[src/rtl/cpu_ctrl_pkg.sv]
// Shared encodings for the mini CPU control path: FSM states and opcodes.
// The opcode constants are also used by the ALU and RAM blocks.
package cpu_ctrl_pkg;

  typedef enum logic [2:0] {
    S_OFF     = 3'd0,
    S_FETCH   = 3'd1,
    S_DECODE  = 3'd2,
    S_READ    = 3'd3,
    S_CALC    = 3'd4,
    S_DISPLAY = 3'd5,
    S_STORE   = 3'd6
  } state_t;

  localparam logic [2:0] OP_LOAD    = 3'd0;
  localparam logic [2:0] OP_ADD     = 3'd1;
  localparam logic [2:0] OP_ADDI    = 3'd2;
  localparam logic [2:0] OP_SUB     = 3'd3;
  localparam logic [2:0] OP_SUBI    = 3'd4;
  localparam logic [2:0] OP_MUL     = 3'd5;
  localparam logic [2:0] OP_CLEAR   = 3'd6;
  localparam logic [2:0] OP_DISPLAY = 3'd7;

  // States in which the controller waits on a peripheral handshake.
  function automatic logic is_wait_state(state_t s);
    return (s == S_READ) || (s == S_CALC) || (s == S_DISPLAY) || (s == S_STORE);
  endfunction

endpackage

[src/rtl/cpu_control_fsm_if.sv]
// Handshake bundle between the control FSM (master) and the RAM, ALU and LCD
// blocks (slave).
interface cpu_control_fsm_if;

  logic        ram_rd_req;
  logic        ram_rd_ack;
  logic        ram_wr_req;
  logic        ram_wr_ack;
  logic        ram_clr;
  logic [3:0]  ram_raddr1;
  logic [3:0]  ram_raddr2;
  logic [3:0]  ram_waddr;
  logic        alu_start;
  logic [2:0]  alu_opcode;
  logic [6:0]  alu_imm;
  logic        alu_done;
  logic [15:0] alu_result;
  logic        lcd_update;
  logic        lcd_busy;

  modport master (
    output ram_rd_req, ram_wr_req, ram_clr, ram_raddr1, ram_raddr2, ram_waddr,
           alu_start, alu_opcode, alu_imm, lcd_update,
    input  ram_rd_ack, ram_wr_ack, alu_done, alu_result, lcd_busy
  );

  modport slave (
    input  ram_rd_req, ram_wr_req, ram_clr, ram_raddr1, ram_raddr2, ram_waddr,
           alu_start, alu_opcode, alu_imm, lcd_update,
    output ram_rd_ack, ram_wr_ack, alu_done, alu_result, lcd_busy
  );

endinterface

[src/rtl/cpu_control_fsm_button_debounce.sv]
// Pushbutton conditioner: 2-FF synchronizer, stability counter and a one-cycle
// pulse on the debounced release (active-low button going back to 1).
module button_debounce #(
  parameter int DEBOUNCE_CYCLES = 250000
) (
  input  logic clk,
  input  logic rst_n,
  input  logic btn,
  output logic released
);

  localparam int CW = $clog2(DEBOUNCE_CYCLES + 1);

  logic [1:0]    sync;
  logic          stable;
  logic [CW-1:0] cnt;

  // Idle level of the buttons is 1, so the synchronizer and stable level reset high.
  always_ff @(posedge clk or negedge rst_n) begin
    if (!rst_n) begin
      sync     <= 2'b11;
      stable   <= 1'b1;
      cnt      <= '0;
      released <= 1'b0;
    end else begin
      sync     <= {sync[0], btn};
      released <= 1'b0;
      if (sync[1] != stable) begin
        if (cnt == CW'(DEBOUNCE_CYCLES - 1)) begin
          stable   <= sync[1];
          cnt      <= '0;
          released <= sync[1];
        end else begin
          cnt <= cnt + CW'(1);
        end
      end else begin
        cnt <= '0;
      end
    end
  end

endmodule

[src/rtl/cpu_control_fsm.sv]
// Mini CPU control unit: button events, instruction latch and the
// OFF/FETCH/DECODE/READ/CALC/DISPLAY/STORE sequence. Optional wait-state
// timeout is enabled by defining CPU_CTRL_TIMEOUT_EN.
module cpu_control_fsm
  import cpu_ctrl_pkg::*;
#(
  parameter int DEBOUNCE_CYCLES = 250000,
  parameter int TIMEOUT_CYCLES  = 1024
) (
  input  logic               clk,
  input  logic               rst_n,
  input  logic               ligar,
  input  logic               enviar,
  input  logic [2:0]         opcode,
  input  logic [3:0]         addr1,
  input  logic [3:0]         addr2,
  input  logic [6:0]         addr3_imm,
  cpu_control_fsm_if.master  bus,
  output logic [15:0]        result,
  output logic               power_on,
  output logic               error
);

  state_t     state;
  logic       ligar_ev;
  logic       enviar_ev;
  logic       tmo_hit;
  logic [2:0] opcode_q;
  logic [3:0] addr1_q;
  logic [3:0] addr2_q;
  logic [6:0] imm_q;
  logic [3:0] raddr1;
  logic [3:0] raddr2;
  logic       rd_req;
  logic       wr_req;
  logic       clr;
  logic       alu_start;
  logic       lcd_update;

  button_debounce #(.DEBOUNCE_CYCLES(DEBOUNCE_CYCLES)) u_ligar (
    .clk      (clk),
    .rst_n    (rst_n),
    .btn      (ligar),
    .released (ligar_ev)
  );

  button_debounce #(.DEBOUNCE_CYCLES(DEBOUNCE_CYCLES)) u_enviar (
    .clk      (clk),
    .rst_n    (rst_n),
    .btn      (enviar),
    .released (enviar_ev)
  );

`ifdef CPU_CTRL_TIMEOUT_EN
  localparam int TW = $clog2(TIMEOUT_CYCLES + 1);

  logic [TW-1:0] tmo_cnt;
  state_t        state_d;

  // Counts cycles spent in the current wait state; restarts on every state change.
  always_ff @(posedge clk or negedge rst_n) begin
    if (!rst_n) begin
      tmo_cnt <= '0;
      state_d <= S_OFF;
    end else begin
      state_d <= state;
      if (state != state_d)
        tmo_cnt <= TW'(1);
      else if (is_wait_state(state))
        tmo_cnt <= tmo_cnt + TW'(1);
    end
  end

  assign tmo_hit = is_wait_state(state) && (state == state_d) &&
                   (tmo_cnt == TW'(TIMEOUT_CYCLES - 1));
`else
  // Waits are unbounded; this comparison is always false.
  assign tmo_hit = (TIMEOUT_CYCLES < 0);
`endif

  // Single sequencing block; every output to the peripherals is registered.
  always_ff @(posedge clk or negedge rst_n) begin
    if (!rst_n) begin
      state      <= S_OFF;
      opcode_q   <= '0;
      addr1_q    <= '0;
      addr2_q    <= '0;
      imm_q      <= '0;
      raddr1     <= '0;
      raddr2     <= '0;
      rd_req     <= 1'b0;
      wr_req     <= 1'b0;
      clr        <= 1'b0;
      alu_start  <= 1'b0;
      lcd_update <= 1'b0;
      result     <= '0;
      power_on   <= 1'b0;
      error      <= 1'b0;
    end else begin
      alu_start  <= 1'b0;
      lcd_update <= 1'b0;
      if (ligar_ev && (state != S_OFF)) begin
        state    <= S_OFF;
        rd_req   <= 1'b0;
        wr_req   <= 1'b0;
        clr      <= 1'b0;
        power_on <= 1'b0;
        error    <= 1'b0;
      end else if (tmo_hit) begin
        state  <= S_FETCH;
        rd_req <= 1'b0;
        wr_req <= 1'b0;
        clr    <= 1'b0;
        error  <= 1'b1;
      end else begin
        case (state)
          S_OFF: begin
            if (ligar_ev) begin
              state    <= S_FETCH;
              power_on <= 1'b1;
              error    <= 1'b0;
            end
          end
          S_FETCH: begin
            if (enviar_ev) begin
              opcode_q <= opcode;
              addr1_q  <= addr1;
              addr2_q  <= addr2;
              imm_q    <= addr3_imm;
              state    <= S_DECODE;
            end
          end
          S_DECODE: begin
            raddr1 <= (opcode_q == OP_DISPLAY) ? addr1_q : addr2_q;
            raddr2 <= imm_q[6:3];
            if (opcode_q == OP_LOAD) begin
              state     <= S_CALC;
              alu_start <= 1'b1;
            end else if (opcode_q == OP_CLEAR) begin
              state  <= S_STORE;
              wr_req <= 1'b1;
              clr    <= 1'b1;
            end else begin
              state  <= S_READ;
              rd_req <= 1'b1;
            end
          end
          S_READ: begin
            if (bus.ram_rd_ack) begin
              rd_req    <= 1'b0;
              state     <= S_CALC;
              alu_start <= 1'b1;
            end
          end
          // A done coincident with the start pulse belongs to no request.
          S_CALC: begin
            if (bus.alu_done && !alu_start) begin
              result <= bus.alu_result;
              state  <= S_DISPLAY;
            end
          end
          S_DISPLAY: begin
            if (!bus.lcd_busy) begin
              lcd_update <= 1'b1;
              if (opcode_q == OP_DISPLAY) begin
                state <= S_FETCH;
              end else begin
                state  <= S_STORE;
                wr_req <= 1'b1;
                clr    <= 1'b0;
              end
            end
          end
          S_STORE: begin
            if (bus.ram_wr_ack) begin
              wr_req <= 1'b0;
              clr    <= 1'b0;
              state  <= S_FETCH;
              if (opcode_q == OP_CLEAR) begin
                result     <= '0;
                lcd_update <= 1'b1;
              end
            end
          end
          default: state <= S_OFF;
        endcase
      end
    end
  end

  assign bus.ram_rd_req = rd_req;
  assign bus.ram_wr_req = wr_req;
  assign bus.ram_clr    = clr;
  assign bus.ram_raddr1 = raddr1;
  assign bus.ram_raddr2 = raddr2;
  assign bus.ram_waddr  = addr1_q;
  assign bus.alu_start  = alu_start;
  assign bus.alu_opcode = opcode_q;
  assign bus.alu_imm    = imm_q;
  assign bus.lcd_update = lcd_update;

endmodule

[src/flat_wrapper.sv]
// flat-port wrapper written by rule: the top's interface ports become plain ports
module cpu_control_fsm_flat import cpu_ctrl_pkg::*;
#(
  parameter int DEBOUNCE_CYCLES = 250000,
  parameter int TIMEOUT_CYCLES  = 1024
)
  (clk, rst_n, ligar, enviar, opcode, addr1, addr2, addr3_imm, result, power_on, error, bus_ram_rd_req, bus_ram_wr_req, bus_ram_clr, bus_ram_raddr1, bus_ram_raddr2, bus_ram_waddr, bus_alu_start, bus_alu_opcode, bus_alu_imm, bus_lcd_update, bus_ram_rd_ack, bus_ram_wr_ack, bus_alu_done, bus_alu_result, bus_lcd_busy);
  cpu_control_fsm_if bus_i ();
  input  logic clk;
  input  logic rst_n;
  input  logic ligar;
  input  logic enviar;
  input  logic [2:0] opcode;
  input  logic [3:0] addr1;
  input  logic [3:0] addr2;
  input  logic [6:0] addr3_imm;
  output logic [15:0] result;
  output logic power_on;
  output logic error;
  output wire logic [$bits(bus_i.ram_rd_req)-1:0] bus_ram_rd_req;
  output wire logic [$bits(bus_i.ram_wr_req)-1:0] bus_ram_wr_req;
  output wire logic [$bits(bus_i.ram_clr)-1:0] bus_ram_clr;
  output wire logic [$bits(bus_i.ram_raddr1)-1:0] bus_ram_raddr1;
  output wire logic [$bits(bus_i.ram_raddr2)-1:0] bus_ram_raddr2;
  output wire logic [$bits(bus_i.ram_waddr)-1:0] bus_ram_waddr;
  output wire logic [$bits(bus_i.alu_start)-1:0] bus_alu_start;
  output wire logic [$bits(bus_i.alu_opcode)-1:0] bus_alu_opcode;
  output wire logic [$bits(bus_i.alu_imm)-1:0] bus_alu_imm;
  output wire logic [$bits(bus_i.lcd_update)-1:0] bus_lcd_update;
  input wire logic [$bits(bus_i.ram_rd_ack)-1:0] bus_ram_rd_ack;
  input wire logic [$bits(bus_i.ram_wr_ack)-1:0] bus_ram_wr_ack;
  input wire logic [$bits(bus_i.alu_done)-1:0] bus_alu_done;
  input wire logic [$bits(bus_i.alu_result)-1:0] bus_alu_result;
  input wire logic [$bits(bus_i.lcd_busy)-1:0] bus_lcd_busy;
  assign bus_ram_rd_req = bus_i.ram_rd_req;
  assign bus_ram_wr_req = bus_i.ram_wr_req;
  assign bus_ram_clr = bus_i.ram_clr;
  assign bus_ram_raddr1 = bus_i.ram_raddr1;
  assign bus_ram_raddr2 = bus_i.ram_raddr2;
  assign bus_ram_waddr = bus_i.ram_waddr;
  assign bus_alu_start = bus_i.alu_start;
  assign bus_alu_opcode = bus_i.alu_opcode;
  assign bus_alu_imm = bus_i.alu_imm;
  assign bus_lcd_update = bus_i.lcd_update;
  assign bus_i.ram_rd_ack = bus_ram_rd_ack;
  assign bus_i.ram_wr_ack = bus_ram_wr_ack;
  assign bus_i.alu_done = bus_alu_done;
  assign bus_i.alu_result = bus_alu_result;
  assign bus_i.lcd_busy = bus_lcd_busy;
  cpu_control_fsm #(.DEBOUNCE_CYCLES(DEBOUNCE_CYCLES), .TIMEOUT_CYCLES(TIMEOUT_CYCLES)) u_core (.clk(clk), .rst_n(rst_n), .ligar(ligar), .enviar(enviar), .opcode(opcode), .addr1(addr1), .addr2(addr2), .addr3_imm(addr3_imm), .bus(bus_i), .result(result), .power_on(power_on), .error(error));
endmodule
[config.mk]
export PLATFORM = sky130hd
export DESIGN_NAME = cpu_control_fsm_flat
export DESIGN_NICKNAME = d
export VERILOG_FILES = /design/src/rtl/cpu_ctrl_pkg.sv /design/src/rtl/cpu_control_fsm_if.sv /design/src/rtl/cpu_control_fsm_button_debounce.sv /design/src/rtl/cpu_control_fsm.sv /design/src/flat_wrapper.sv
export SDC_FILE = /design/constraint.sdc
export NUM_CORES = 1
export LEC_CHECK = 0
export ABC_AREA = 1
export BUFFER_PORTS_ARGS = -buffer_cell sky130_fd_sc_hd__buf_2
export CAP_MARGIN = 30
export CORE_MARGIN = 5
export CORE_UTILIZATION = 50
export DETAILED_ROUTE_END_ITERATION = 16
export PLACE_DENSITY = 0.71
export SLEW_MARGIN = 10
export SYNTH_ARGS = -nofsm -noshare
export SYNTH_HDL_FRONTEND = slang
export SYNTH_SLANG_ARGS = --single-unit
export TNS_END_PERCENT = 100
[constraint.sdc]
create_clock -name clk -period 2.5 [get_ports clk]
set_clock_uncertainty 0.15 [all_clocks]
set_input_delay 0 -clock clk [delete_from_list [all_inputs] [get_ports clk]]
set_output_delay 0 -clock clk [all_outputs]
set_load 0.02 [all_outputs]
==> results.md <==
* Pin count of the biggest net entering global routing at 61
* Starting Density at between 50% and 60%
* CTS sink cnt at 95
* Core area at a little over 0.009 sq mm
* Longest Clk Path Bufs at 2
* CP arrival at 2390 ps
* Post-route DRC at 0
* Worst VDD drop at roughly 0.36 mV
* Die area at roughly 0.011 sq mm
* Initial antenna violation count at 0
* Register Area at ~0.0024 sq mm
* Setup Total Neg Slack at 0 ps
* Vias in the first global route at 3926
* R2R cell count at 7
* Most frequent CP cell: nand2_1
* CTS clk-pin slew, worst paths at roughly 90 ps
* Req. time, crit path at 2640 ps
* # nets final at 756
* Combinational Power Share at just over 6%
* Total Wirelength at ~11000 um
* Slowest CP cell: dlygate4sd3_1
* Max Slew Vio Count at 0
* Layout fillers at 770
* Area grow syn2layout at 24.0%
* Internal at roughly 2.1 mW
* WHS Path Cells at 7
* DRT iter0 DRCs at between 150 and 200
* Yosys reg bits at 95
* CTS tree: built
* Total global routing overflow at 0
* Pleak at 2.78 nW
* Period minus WS final at around 2200 ps
* Gpl congestion at approximately 0.9
* Wire per inst at about 13 um
* Main synth FF type: dfrtp_1
* Ratio of cells with drive above 1 in the final layout at 17.7%
* RSZ-0062 raised after global routing: no
* R2r setup slk at about 250 ps
* DP HPWL at 7190 um
* Worst Path Buf+Inv at 3
* First-pass iteration count of the detailed router at 7
* Synth cell types at 33
* Total Power at between 2 and 3 mW
* First-pass GRT wire length at roughly 18000 um
* Stages on the worst setup path at 7
* Post-CTS Setup Inserts at 0
* Kind of critical path: flip-flop to flip-flop
* DR vias at approximately 4100
* Buffers on Ports at 85
* Worst-Skew Late Latency at 360 ps
* Die width at 106 um
* Yosys warning total at 0
* Vias per cell at 4.93
* Post-synthesis sequential area ratio at between 50% and 60%
* Final Hold Viols at 0
* Hold WC Path Type: primary input to flip-flop
* Syn Std Cell Area at about 0.0047 sq mm
* CTS buffer count at 9
* Boundary Pins at 87
* Power share of the clock group at a little under two fifths
* Gr usage total at about a fifth
* CP Launch Type: flip-flop
* CP max stage delay at between 500 and 600 ps
* Max frequency at between 400 and 500 MHz
* Post-synth EDFFs at 0
* Max_cap viols at 0
* Net Sw Power at roughly 0.65 mW
* Power Density at around 480 mW/mm^2
* Cells after synthesis at 584
* Run status: completed
* Crit-path cells: nor2_1, nand2_1, nand2_1, buf_4, inv_1, a21oi_1, dlygate4sd3_1
* Synth Area per Inst at between 7 and 8 sq um
* Ys async rst share at 100%
* Final setup fails at 0
* # rows at 35
* Worst Tran Pin Value at approximately 690 ps
* Multi-input gate area at approximately 0.0019 sq mm
* CP top delay family: buffers and inverters
* Crit path capture type: flip-flop
* Worst slew margin at 53.7%
* Switch share at about a quarter
* Clock Tree Root: clkbuf_8
* Tcrit/Tclk final at about 90%
* Htree depth at 3
* DRT antenna net count at 0
* ANT cells at 0
* Synth Net Count at around 630
* Die height at around 110 um
* Reg power frac at 56.5%
* CP max FO at 11
==> cells in the mapped netlist, drive strengths merged (2+ instances only) <==
master / count / area [sq um]
a21oi: 18 / 101
buf: 12 / 101
dfrtp: 89 / 2230
dfstp: 6 / 158
ha: 2 / 25.0
inv: 76 / 285
nand2: 129 / 484
nand3: 53 / 275
nand4: 11 / 83.8
nor2: 99 / 392
nor3: 21 / 110
nor3b: 2 / 15.0
o21ai: 47 / 250
xnor2: 2 / 17.5
xor2: 10 / 87.6
==> path summary, 6_finish.rpt <==
kind                                    startpoint                      end
setup / recovery                   u_core.state[1]    u_core.bus.lcd_update
min in group asynchronous                    rst_n   u_core.u_ligar.cnt[12]
setup reg to reg                   u_core.state[1]    u_core.bus.lcd_update
hold / removal                      bus_ram_wr_ack          u_core.state[2]
max in group asynchronous                    rst_n   u_core.u_ligar.cnt[14]
hold reg to reg            u_core.u_enviar.sync[0]  u_core.u_enviar.sync[1]
==> flip-flops by register name, summed over array words and instances, names as in the netlist <==
register                  count
u_core.u_ligar.released       1
u_core.bus.alu_start          1
u_core.u_enviar.cnt          18
u_core.u_enviar.stable        1
u_core.bus.ram_waddr          4
u_core.result                16
u_core.u_enviar.released      1
u_core.bus.ram_rd_req         1
u_core.addr2_q                4
u_core.u_ligar.sync           2
u_core.bus.ram_clr            1
u_core.state                  3
u_core.bus.alu_opcode         3
u_core.bus.alu_imm            7
u_core.power_on               1
u_core.u_ligar.stable         1
u_core.bus.lcd_update         1
u_core.bus.ram_raddr2         4
u_core.bus.ram_raddr1         4
u_core.u_ligar.cnt           18
u_core.u_enviar.sync          2
u_core.bus.ram_wr_req         1
==> stage by stage <==
step | utilization [%] | instance area (sq um) | hold slack [ps] | worst slack (ps) | cells
final | 63.1 | 5770 | 48.2 | 253 | 828
after global routing | 63.1 | 5770 | 102 | 71.6 | 828
after CTS | 63.1 | 5770 | 24.5 | 272 | 828
after detailed placement | 56.3 | 5150 | -166 | 491 | 770
after global placement | 56.3 | 5150 | -162 | 540 | 770
after floorplan | - | 4660 | -446 | 912 | 584
==> routing by layer <==
| metal | share of wire [%] | wire (um) | global-route usage (%) |
|---|---|---|---|
| met4 | 2.0 | 212 | 5.75 |
| met2 | 49 | 5150 | 33.8 |
| met5 | 0 | 0 | 0 |
| met3 | 4.2 | 447 | 3.28 |
| met1 | 45 | 4730 | 25.3 |
==> power by group through the flow <==
stage | combinational, mW | clock, mW | sequential, mW
after global placement | 0.120 | 0 | 1.59
final | 0.169 | 1.03 | 1.56
after detailed placement | 0.120 | 0 | 1.59
after CTS | 0.171 | 1.07 | 1.56
after floorplan | 0.0375 | 0 | 1.59
after global routing | 0.191 | 1.13 | 1.56
==> placed cells by master (no fill, tap or decap), types with 2 or more instances in the layout <==
master,count
nand2_1,129
nor2_1,95
dfrtp_1,89
buf_2,84
inv_1,73
nand3_1,51
dlygate4sd3_1,42
o21ai_0,35
nor3_1,20
a21oi_1,17
nand4_1,10
xor2_1,10
clkbuf_8,9
o21ai_1,8
dfstp_2,6
o21ai_2,4
inv_2,3
inv_6,3
buf_4,3
nand3_2,2
nor2_2,2
nor3b_1,2
xnor2_1,2
nor2_4,2
ha_1,2
==> final cells by class <==
cell class | instances | area share (%)
flip-flops and latches | 95 | 41.3
multi-input cells | 400 | 32.6
repair buffers | 130 | 15.3
inverters | 76 | 4.94
well taps | 111 | 2.41
clock buffers | 9 | 2.15
clock inverters | 7 | 1.34
==> logic make-up (layout without fill, tap and decap cells) <==
family                     count (synthesis)  after routing  share of synthesized area, %
DFF                                       95             95                          51.2
other                                      1              1                        0.0805
and+or+nand+nor                          318            318                          29.6
AOI/OAI and AO/OA                         67             67                          7.87
buffers and inverters                     89            222                          8.38
xor gates and xnor gates                  12             12                          2.26
adders and majority gates                  2              2                         0.537
==> what timing repair did <==
action	CTS	global route
endpoints found under the setup margin	0	0
gates resized for setup	0	0
hold buffers	42	0
hold endpoints to repair	135	0
==> tightest hold or removal path, cell delays in order <==
cell     delay (ps)
buf_2           130
nor2_1           90
nand2_1          50
nand2_1          60
nor2_1           60
nand3_1          80
nand2_1          50
No activity file was read; power rests on OpenSTA's default activity.
